File: src/rtl/wb_rr_arbiter.sv
// Two-master, one-slave Wishbone arbiter with round-robin grant,
// cycle-locked ownership and a stalled-transfer timeout.
module wb_rr_arbiter #(
    parameter int TIMEOUT = 16,
    parameter int TO_W    = 8
) (
    input  logic        wb_clk_i,
    input  logic        wb_rst_i,
    input  logic        m0_cyc_i,
    input  logic        m0_stb_i,
    input  logic        m0_we_i,
    input  logic [31:0] m0_adr_i,
    input  logic [31:0] m0_dat_i,
    input  logic [3:0]  m0_sel_i,
    output logic [31:0] m0_dat_o,
    output logic        m0_ack_o,
    output logic        m0_err_o,
    input  logic        m1_cyc_i,
    input  logic        m1_stb_i,
    input  logic        m1_we_i,
    input  logic [31:0] m1_adr_i,
    input  logic [31:0] m1_dat_i,
    input  logic [3:0]  m1_sel_i,
    output logic [31:0] m1_dat_o,
    output logic        m1_ack_o,
    output logic        m1_err_o,
    output logic        s_cyc_o,
    output logic        s_stb_o,
    output logic        s_we_o,
    output logic [31:0] s_adr_o,
    output logic [31:0] s_dat_o,
    output logic [3:0]  s_sel_o,
    input  logic [31:0] s_dat_i,
    input  logic        s_ack_i,
    output logic [1:0]  gnt_o
);

    typedef enum logic [1:0] {
        IDLE,
        GNT0,
        GNT1,
        ABORT
    } state_t;

    localparam logic [TO_W-1:0] TO_LAST = TO_W'(TIMEOUT - 1);

    state_t          state;
    state_t          state_nx;
    logic            last;
    logic            last_nx;
    logic [TO_W-1:0] to_cnt;
    logic [TO_W-1:0] to_cnt_nx;
    logic            err_first;
    logic            err_first_nx;

    // In ABORT the aborted master is remembered in last.
    logic own;
    logic own_cyc;
    logic own_stb;

    always_comb begin
        own     = (state == GNT1) || ((state == ABORT) && last);
        own_cyc = own ? m1_cyc_i : m0_cyc_i;
        own_stb = own ? m1_stb_i : m0_stb_i;
    end

    always_ff @(posedge wb_clk_i or posedge wb_rst_i) begin
        if (wb_rst_i) begin
            state     <= IDLE;
            last      <= 1'b1;
            to_cnt    <= '0;
            err_first <= 1'b0;
        end else begin
            state     <= state_nx;
            last      <= last_nx;
            to_cnt    <= to_cnt_nx;
            err_first <= err_first_nx;
        end
    end

    always_comb begin
        state_nx     = state;
        last_nx      = last;
        to_cnt_nx    = '0;
        err_first_nx = 1'b0;
        case (state)
            IDLE: begin
                if (m0_cyc_i && m1_cyc_i) begin
                    state_nx = last ? GNT0 : GNT1;
                end else if (m0_cyc_i) begin
                    state_nx = GNT0;
                end else if (m1_cyc_i) begin
                    state_nx = GNT1;
                end
            end
            GNT0, GNT1: begin
                if (!own_cyc) begin
                    state_nx = IDLE;
                    last_nx  = own;
                end else if (own_stb && !s_ack_i) begin
                    if (to_cnt == TO_LAST) begin
                        state_nx     = ABORT;
                        last_nx      = own;
                        err_first_nx = 1'b1;
                    end else begin
                        to_cnt_nx = to_cnt + 1'b1;
                    end
                end
            end
            ABORT: begin
                if (!own_cyc) begin
                    state_nx = IDLE;
                end
            end
            default: begin
                state_nx = IDLE;
            end
        endcase
    end

    always_comb begin
        s_cyc_o  = 1'b0;
        s_stb_o  = 1'b0;
        s_we_o   = 1'b0;
        s_adr_o  = '0;
        s_dat_o  = '0;
        s_sel_o  = '0;
        m0_dat_o = '0;
        m0_ack_o = 1'b0;
        m0_err_o = 1'b0;
        m1_dat_o = '0;
        m1_ack_o = 1'b0;
        m1_err_o = 1'b0;
        gnt_o    = 2'b00;
        case (state)
            GNT0: begin
                s_cyc_o  = m0_cyc_i;
                s_stb_o  = m0_stb_i;
                s_we_o   = m0_we_i;
                s_adr_o  = m0_adr_i;
                s_dat_o  = m0_dat_i;
                s_sel_o  = m0_sel_i;
                m0_dat_o = s_dat_i;
                m0_ack_o = s_ack_i;
                gnt_o    = 2'b01;
            end
            GNT1: begin
                s_cyc_o  = m1_cyc_i;
                s_stb_o  = m1_stb_i;
                s_we_o   = m1_we_i;
                s_adr_o  = m1_adr_i;
                s_dat_o  = m1_dat_i;
                s_sel_o  = m1_sel_i;
                m1_dat_o = s_dat_i;
                m1_ack_o = s_ack_i;
                gnt_o    = 2'b10;
            end
            ABORT: begin
                m0_err_o = err_first && !last;
                m1_err_o = err_first && last;
            end
            default: begin
                gnt_o = 2'b00;
            end
        endcase
    end

endmodule

File: config.mk
export PLATFORM = sky130hd
export DESIGN_NAME = wb_rr_arbiter
export DESIGN_NICKNAME = d
export VERILOG_FILES = /design/src/rtl/wb_rr_arbiter.sv
export SDC_FILE = /design/constraint.sdc
export NUM_CORES = 1
export LEC_CHECK = 0
export ABC_AREA = 1
export CORE_AREA = 2 2 122 124
export DETAILED_ROUTE_END_ITERATION = 7
export DIE_AREA = 0 0 124 126
export GPL_TIMING_DRIVEN = 0
export PLACE_DENSITY = 0.58
export SLEW_MARGIN = 40
export SYNTH_ARGS = -nofsm -noshare
export SYNTH_HDL_FRONTEND = slang
export SYNTH_SLANG_ARGS = --single-unit
File: constraint.sdc
create_clock -name wb_clk_i -period 2.5 [get_ports wb_clk_i]
set_clock_uncertainty 0.2 [all_clocks]
set_input_delay 0.25 -clock wb_clk_i [delete_from_list [all_inputs] [get_ports wb_clk_i]]
set_output_delay 0.25 -clock wb_clk_i [all_outputs]
set_load 0.05 [all_outputs]
==> flow_summary.yaml, run 1 <==
critical_path:
  required_ps: 2050
  r2r_end: "to_cnt[7]"
  crit_end: "s_adr_o[16]"
  worstSetupStartpoint: "state[0]"
  crit_type: "reg -> out"
  endpoint_kind: "output pin"
  r2r-start: "state[0]"
  start_kind: "flip-flop"
  crit_fanout: 10
  crit_arrival_ps: 1980
  ff2ff_path_depth: 9
  timing.reg2reg.setup_slack_ps: 660
cells_and_area:
  final_cell_mix: "230 x nand2_1, 179 x clkdlybuf4s50_1, 82 x inv_1"
  syn_to_final_growth_pct: 131
  nNetsFinal: 996
  diodes: 0
  final_common_cell: "nand2_1"
  drive_above_1_share_pct: 25.3
  seq_area_um2: 302
  multi_input_area_mm2: 0.00170
  fill_cells: 1592
timing:
  period_needed_ps: 2430
  fmax_ghz: 0.412
  finalMaxSlewViolations: 0
  relSlewSlack_pct: 65.8
  finalCritPeriodShare_pct: 97.2
  worst_slew_pin_slew_ps: 511
  setup_tns_ps: 0
  post-route-worst-setup-slack_ps: 70.4
  setup_viol: 0
  final-hold-violation-count: 0
  rsz0062_at_grt: "false"
drt:
  ant_nets: 0
  num_vias: 4007
  routed_wl_um: 15200
  wl_per_cell_um: 15.3
  drt_pass1_iterations: 6
  drc: 0
  via_per_inst: 4.03
  drt_iter0_drc: 177
grt:
  grt_overflow: 0
  antenna_found_initial: 1
  grt_pass1_wl_um: 22100
  grt.total_usage_pct: 18.4
  grt_max_degree: 13
  first_global_vias: 3852
hold_path:
  hp-class: "in -> async"
floorplan:
  start_util_pct: 17.1
  die_x_um: 124
  rows: 44
  die_height_um: 126
  die-area_mm2: 0.0156
  boundaryPins: 318
  core-area_mm2: 0.0143
placement:
  dp_hpwl_um: 12800
  port_buffers: 317
  place_ws_ps: -752
  routabilityCongestion: 0.778
power:
  ir_drop_uv: 413
  power.density_mw_per_mm2: 1140
  seqPwrFrac_pct: 3.8
  clockPowerShare_pct: 4.6
  p_comb_share_pct: 91.6
  p_sw_mw: 4.33
  p_leak_nw: 3.01
  sw_frac_of_total_pct: 67.1
  power.internal_mw: 2.12
logic_synthesis:
  synth_area_mm2: 0.00245
  syn_nets: 672
  ys.flop_type: "dfrtp_1"
  synth_async_sr_flop_share_pct: 100
  synth_cell_types: 27
  synth_warnings: 0
  synth.area.top_cells: "nand2_1 35%, a21oi_1 14%, inv_1 13%"
  seq_area_frac_synth_pct: 12.3
  syn_avg_cell_area_um2: 5.04
  synth-edff-count: 0
  syn_inst: 487
  ys_ff_latch: 12
  synthDominantCellAreaShare_pct: 35.2
  synth_top_area_cell: "nand2_1"
clock_network:
  clk_pin_slew_ps: 40
  clockBufferDepth: 2
  root_buffer: "clkbuf_16"
  clock_latency_ps: 240
  clock-sinks: 12
  htreeDepth: 1
  cts_tree: "built"
  cts_buffers: 3
flow_run:
  drv_cap: 0
run_status:
  status: "completed"
-- how the worst min path moves through the flow --
stage	endpoint	cells past startpoint
final	to_cnt[4]	2
after global routing	to_cnt[4]	2
after CTS	to_cnt[5]	2
after detailed placement	to_cnt[0]	1
after global placement	to_cnt[0]	1
after floorplan	err_first	1
-- through the flow --
stage / instances / hold slack, ps / power (mW) / utilization [%] / cell area [um^2]
6_report: 994 / 139 / 6.45 / 39.6 / 5670
5_1_grt: 994 / 197 / 6.87 / 39.6 / 5670
4_1_cts: 994 / 160 / 6.46 / 40.5 / 5790
3_5_place_dp: 988 / 258 / 6.35 / 40.9 / 5860
3_3_place_gp: 988 / 263 / 6.37 / 40.9 / 5860
2_1_floorplan: 487 / -86.0 / 4.22 / - / 2450
-- layout make-up --
cell class	count	area share, %
repair buffers	319	49.7
multi-input cells	358	30.0
inverters	85	5.72
flip-flops and latches	12	5.32
well taps	184	4.06
plain buffers	32	3.86
clock buffers	4	1.39
-- what timing repair did --
item,in CTS,in global routing
endpoints found under the setup margin,137,138
gates resized for setup,619,116
setup buffers,2,0
hold buffers,0,0
-- critical path, cell delays in order (launching register included) --
cell     delay, ps
dfrtp_1        400
inv_2           90
ha_4           290
inv_1          100
buf_4          200
buf_4          190
a21oi_1        220
buf_4          250
-- cell families after synthesis --
| family | share of synthesized area (%) |
|---|---|
| DFF | 12.3 |
| and+or+nand+nor | 47.6 |
| adders and majority gates | 4.08 |
| AOI/OAI and AO/OA | 15.3 |
| buffers and inverters | 19.6 |
| xor gates and xnor gates | 1.07 |
-- power by group through the flow --
stage	clock network (mW)	registers, mW	logic [mW]
floorplan	0	0.250	3.97
global placement	0	0.261	6.11
detailed placement	0	0.259	6.10
CTS	0.300	0.246	5.92
global route	0.317	0.252	6.30
finish	0.296	0.248	5.91
-- flip-flops by register name, summed over array words and instances, names as in the netlist --
name,cells
last,1
state,2
to_cnt,8
err_first,1
-- Yosys cell counts (all sizes together) (2+ instances only) --
cell type,instances
nor3,4
nand4,2
xor2,2
dfrtp,11
buf,24
a21oi,72
nor2,16
clkbuf,8
nand2,239
nand3,11
inv,84
ha,8
-- routing by layer --
| metal | wire length [um] | vias up | track usage, % |
|---|---|---|---|
| li1 | - | 2097 | - |
| met1 | 6080 | 1727 | 21.8 |
| met2 | 7460 | 155 | 32.6 |
| met3 | 1270 | 26 | 4.44 |
| met4 | 401 | 2 | 5.55 |
| met5 | 13 | - | 0 |
Note: power is estimated with default switching activity, not from simulation.
==> run 2: changes to the inputs <==
--- a/config.mk
+++ b/config.mk
@@ -11,7 +11,7 @@
 export DIE_AREA = 0 0 124 126
 export GPL_TIMING_DRIVEN = 0
 export PLACE_DENSITY = 0.58
-export SLEW_MARGIN = 40
+export SLEW_MARGIN = 20
 export SYNTH_ARGS = -nofsm -noshare
 export SYNTH_HDL_FRONTEND = slang
 export SYNTH_SLANG_ARGS = --single-unit
==> constraint.sdc (replaced) <==
create_clock -name wb_clk_i -period 2.8 [get_ports wb_clk_i]
set_clock_uncertainty 0.2 [all_clocks]
set_input_delay 0.28 -clock wb_clk_i [delete_from_list [all_inputs] [get_ports wb_clk_i]]
set_output_delay 0.28 -clock wb_clk_i [all_outputs]
set_load 0.05 [all_outputs]
==> run 2 against run 1 <==
Against the previous run:
- register-to-register slack improved by 260 ps
- critical path type unchanged
- global-route usage fell by 0.12 points
- final cell count fell by 0.20%
- highest routed layer unchanged
- design area fell by 2.9%
==> flow_summary.yaml, run 2 (same netlist as run 1, synthesis figures left out) <==
floorplan:
  boundaryPins: 318
  core-area_mm2: 0.0143
  die_height_um: 126
  rows: 44
  die_x_um: 124
  start_util_pct: 17.1
  die-area_mm2: 0.0156
timing:
  fmax_ghz: 0.369
  finalMaxSlewViolations: 0
  setup_viol: 0
  final-hold-violation-count: 0
  worst_slew_pin_slew_ps: 541
  relSlewSlack_pct: 63.9
  period_needed_ps: 2710
  post-route-worst-setup-slack_ps: 90.9
  finalCritPeriodShare_pct: 96.8
  setup_tns_ps: 0
grt:
  first_global_vias: 3869
  antenna_found_initial: 1
  grt_overflow: 0
  grt.total_usage_pct: 18.3
  grt_max_degree: 13
  grt_pass1_wl_um: 22000
cells_and_area:
  drive_above_1_share_pct: 23.8
  fill_cells: 1623
  final_common_cell: "nand2_1"
  top_regs: "to_cnt: 8 flops, state: 2 flops"
  largest_register_ffs: 8
  final_util_pct: 38.4
  multi_input_area_mm2: 0.00168
  largest_register: "to_cnt"
  seq_area_um2: 302
  nNetsFinal: 994
  syn_to_final_growth_pct: 124
  final_cell_mix: "230 x nand2_1, 180 x clkdlybuf4s50_1, 83 x inv_1"
  diodes: 0
critical_path:
  timing.reg2reg.setup_slack_ps: 920
  r2r-start: "state[0]"
  start_kind: "flip-flop"
  worstSetupStartpoint: "state[0]"
  ff2ff_path_depth: 12
  crit_fanout: 10
  r2r_end: "state[1]"
  required_ps: 2320
  endpoint_kind: "output pin"
  crit_end: "s_dat_o[29]"
  crit_arrival_ps: 2230
  crit_type: "reg -> out"
drt:
  routed_wl_um: 15100
  wl_per_cell_um: 15.3
  via_per_inst: 4.02
  drc: 0
  ant_nets: 0
  drt_iter0_drc: 168
  drt_pass1_iterations: 4
  num_vias: 3986
clock_network:
  clockBufferDepth: 2
  root_buffer: "clkbuf_16"
  cts_tree: "built"
  htreeDepth: 1
  post-cts-setup-buffers: 0
  clk_pin_slew_ps: 40
  clock_latency_ps: 240
  cts_buffers: 3
  clock-sinks: 12
run_status:
  status: "completed"
power:
  p_sw_mw: 3.84
  total_power_mw: 5.55
  ir_drop_uv: 357
  sw_frac_of_total_pct: 69.3
  seqPwrFrac_pct: 4.2
  power.density_mw_per_mm2: 1010
  p_comb_share_pct: 91.1
  clockPowerShare_pct: 4.8
  power.internal_mw: 1.71
  p_leak_nw: 2.93
placement:
  port_buffers: 317
  routabilityCongestion: 0.778
  dp_hpwl_um: 12800
  place_ws_ps: -482
flow_run:
  drv_cap: 0
hold_path:
  hp-class: "in -> async"
## run 2: changes by cell type in the layout (fill, tap and decap cells not counted), sizes merged
cell and delta:
clkdlybuf4s15 -6, dlygate4sd2 +2, clkbuf +45, clkdlybuf4s18 +1, clkdlybuf4s50 +1, buf -44, dlymetal6s2s -1
## run 2: worst min path at each step
stage / endpoint
final: to_cnt[4]
after global routing: to_cnt[4]
after CTS: to_cnt[5]
after detailed placement: to_cnt[0]
after global placement: to_cnt[0]
after floorplan: err_first
## run 2: stage by stage
step	cell area (um^2)	hold WS, ps	cells
global route	5500	227	992
detailed placement	5860	258	988
floorplan	2450	-56.0	487
global placement	5860	263	988
CTS	6010	190	992
finish	5500	169	992
## run 2: layout make-up
class | instances | share of cell area, %
repair buffers | 317 | 49.0
multi-input cells | 358 | 30.5
inverters | 85 | 5.89
flip-flops and latches | 12 | 5.48
well taps | 184 | 4.18
plain buffers | 32 | 3.50
clock buffers | 4 | 1.43
## run 2: worst max-delay path, stage by stage (launching register included)
cell	delay, ps
dfrtp_1	440
inv_1	150
ha_1	180
buf_6	140
clkbuf_1	430
nand2_1	130
a21oi_2	260
buf_4	250
## run 2: repair_timing
item,CTS,global route
gates resized for setup,401,222
hold buffers,0,0
endpoints found under the setup margin,137,129
## run 2: routing by layer
layer  part of all wire, %  GRT usage, %  vias to the layer above
met5                 0.086             0                        -
met4                   2.7          5.09                        2
met3                   8.3          4.57                       26
met2                    49          32.9                      148
met1                    40          21.2                     1718
li1                      -             -                     2092
## run 2: power by group through the flow
stage                     combinational [mW]  clock (mW)  sequential, mW
after CTS                               5.26       0.268           0.229
final                                   5.05       0.264           0.231
after global placement                  5.46           0           0.233
after floorplan                         3.54           0           0.224
after global routing                    5.40       0.283           0.235
after detailed placement                5.44           0           0.232
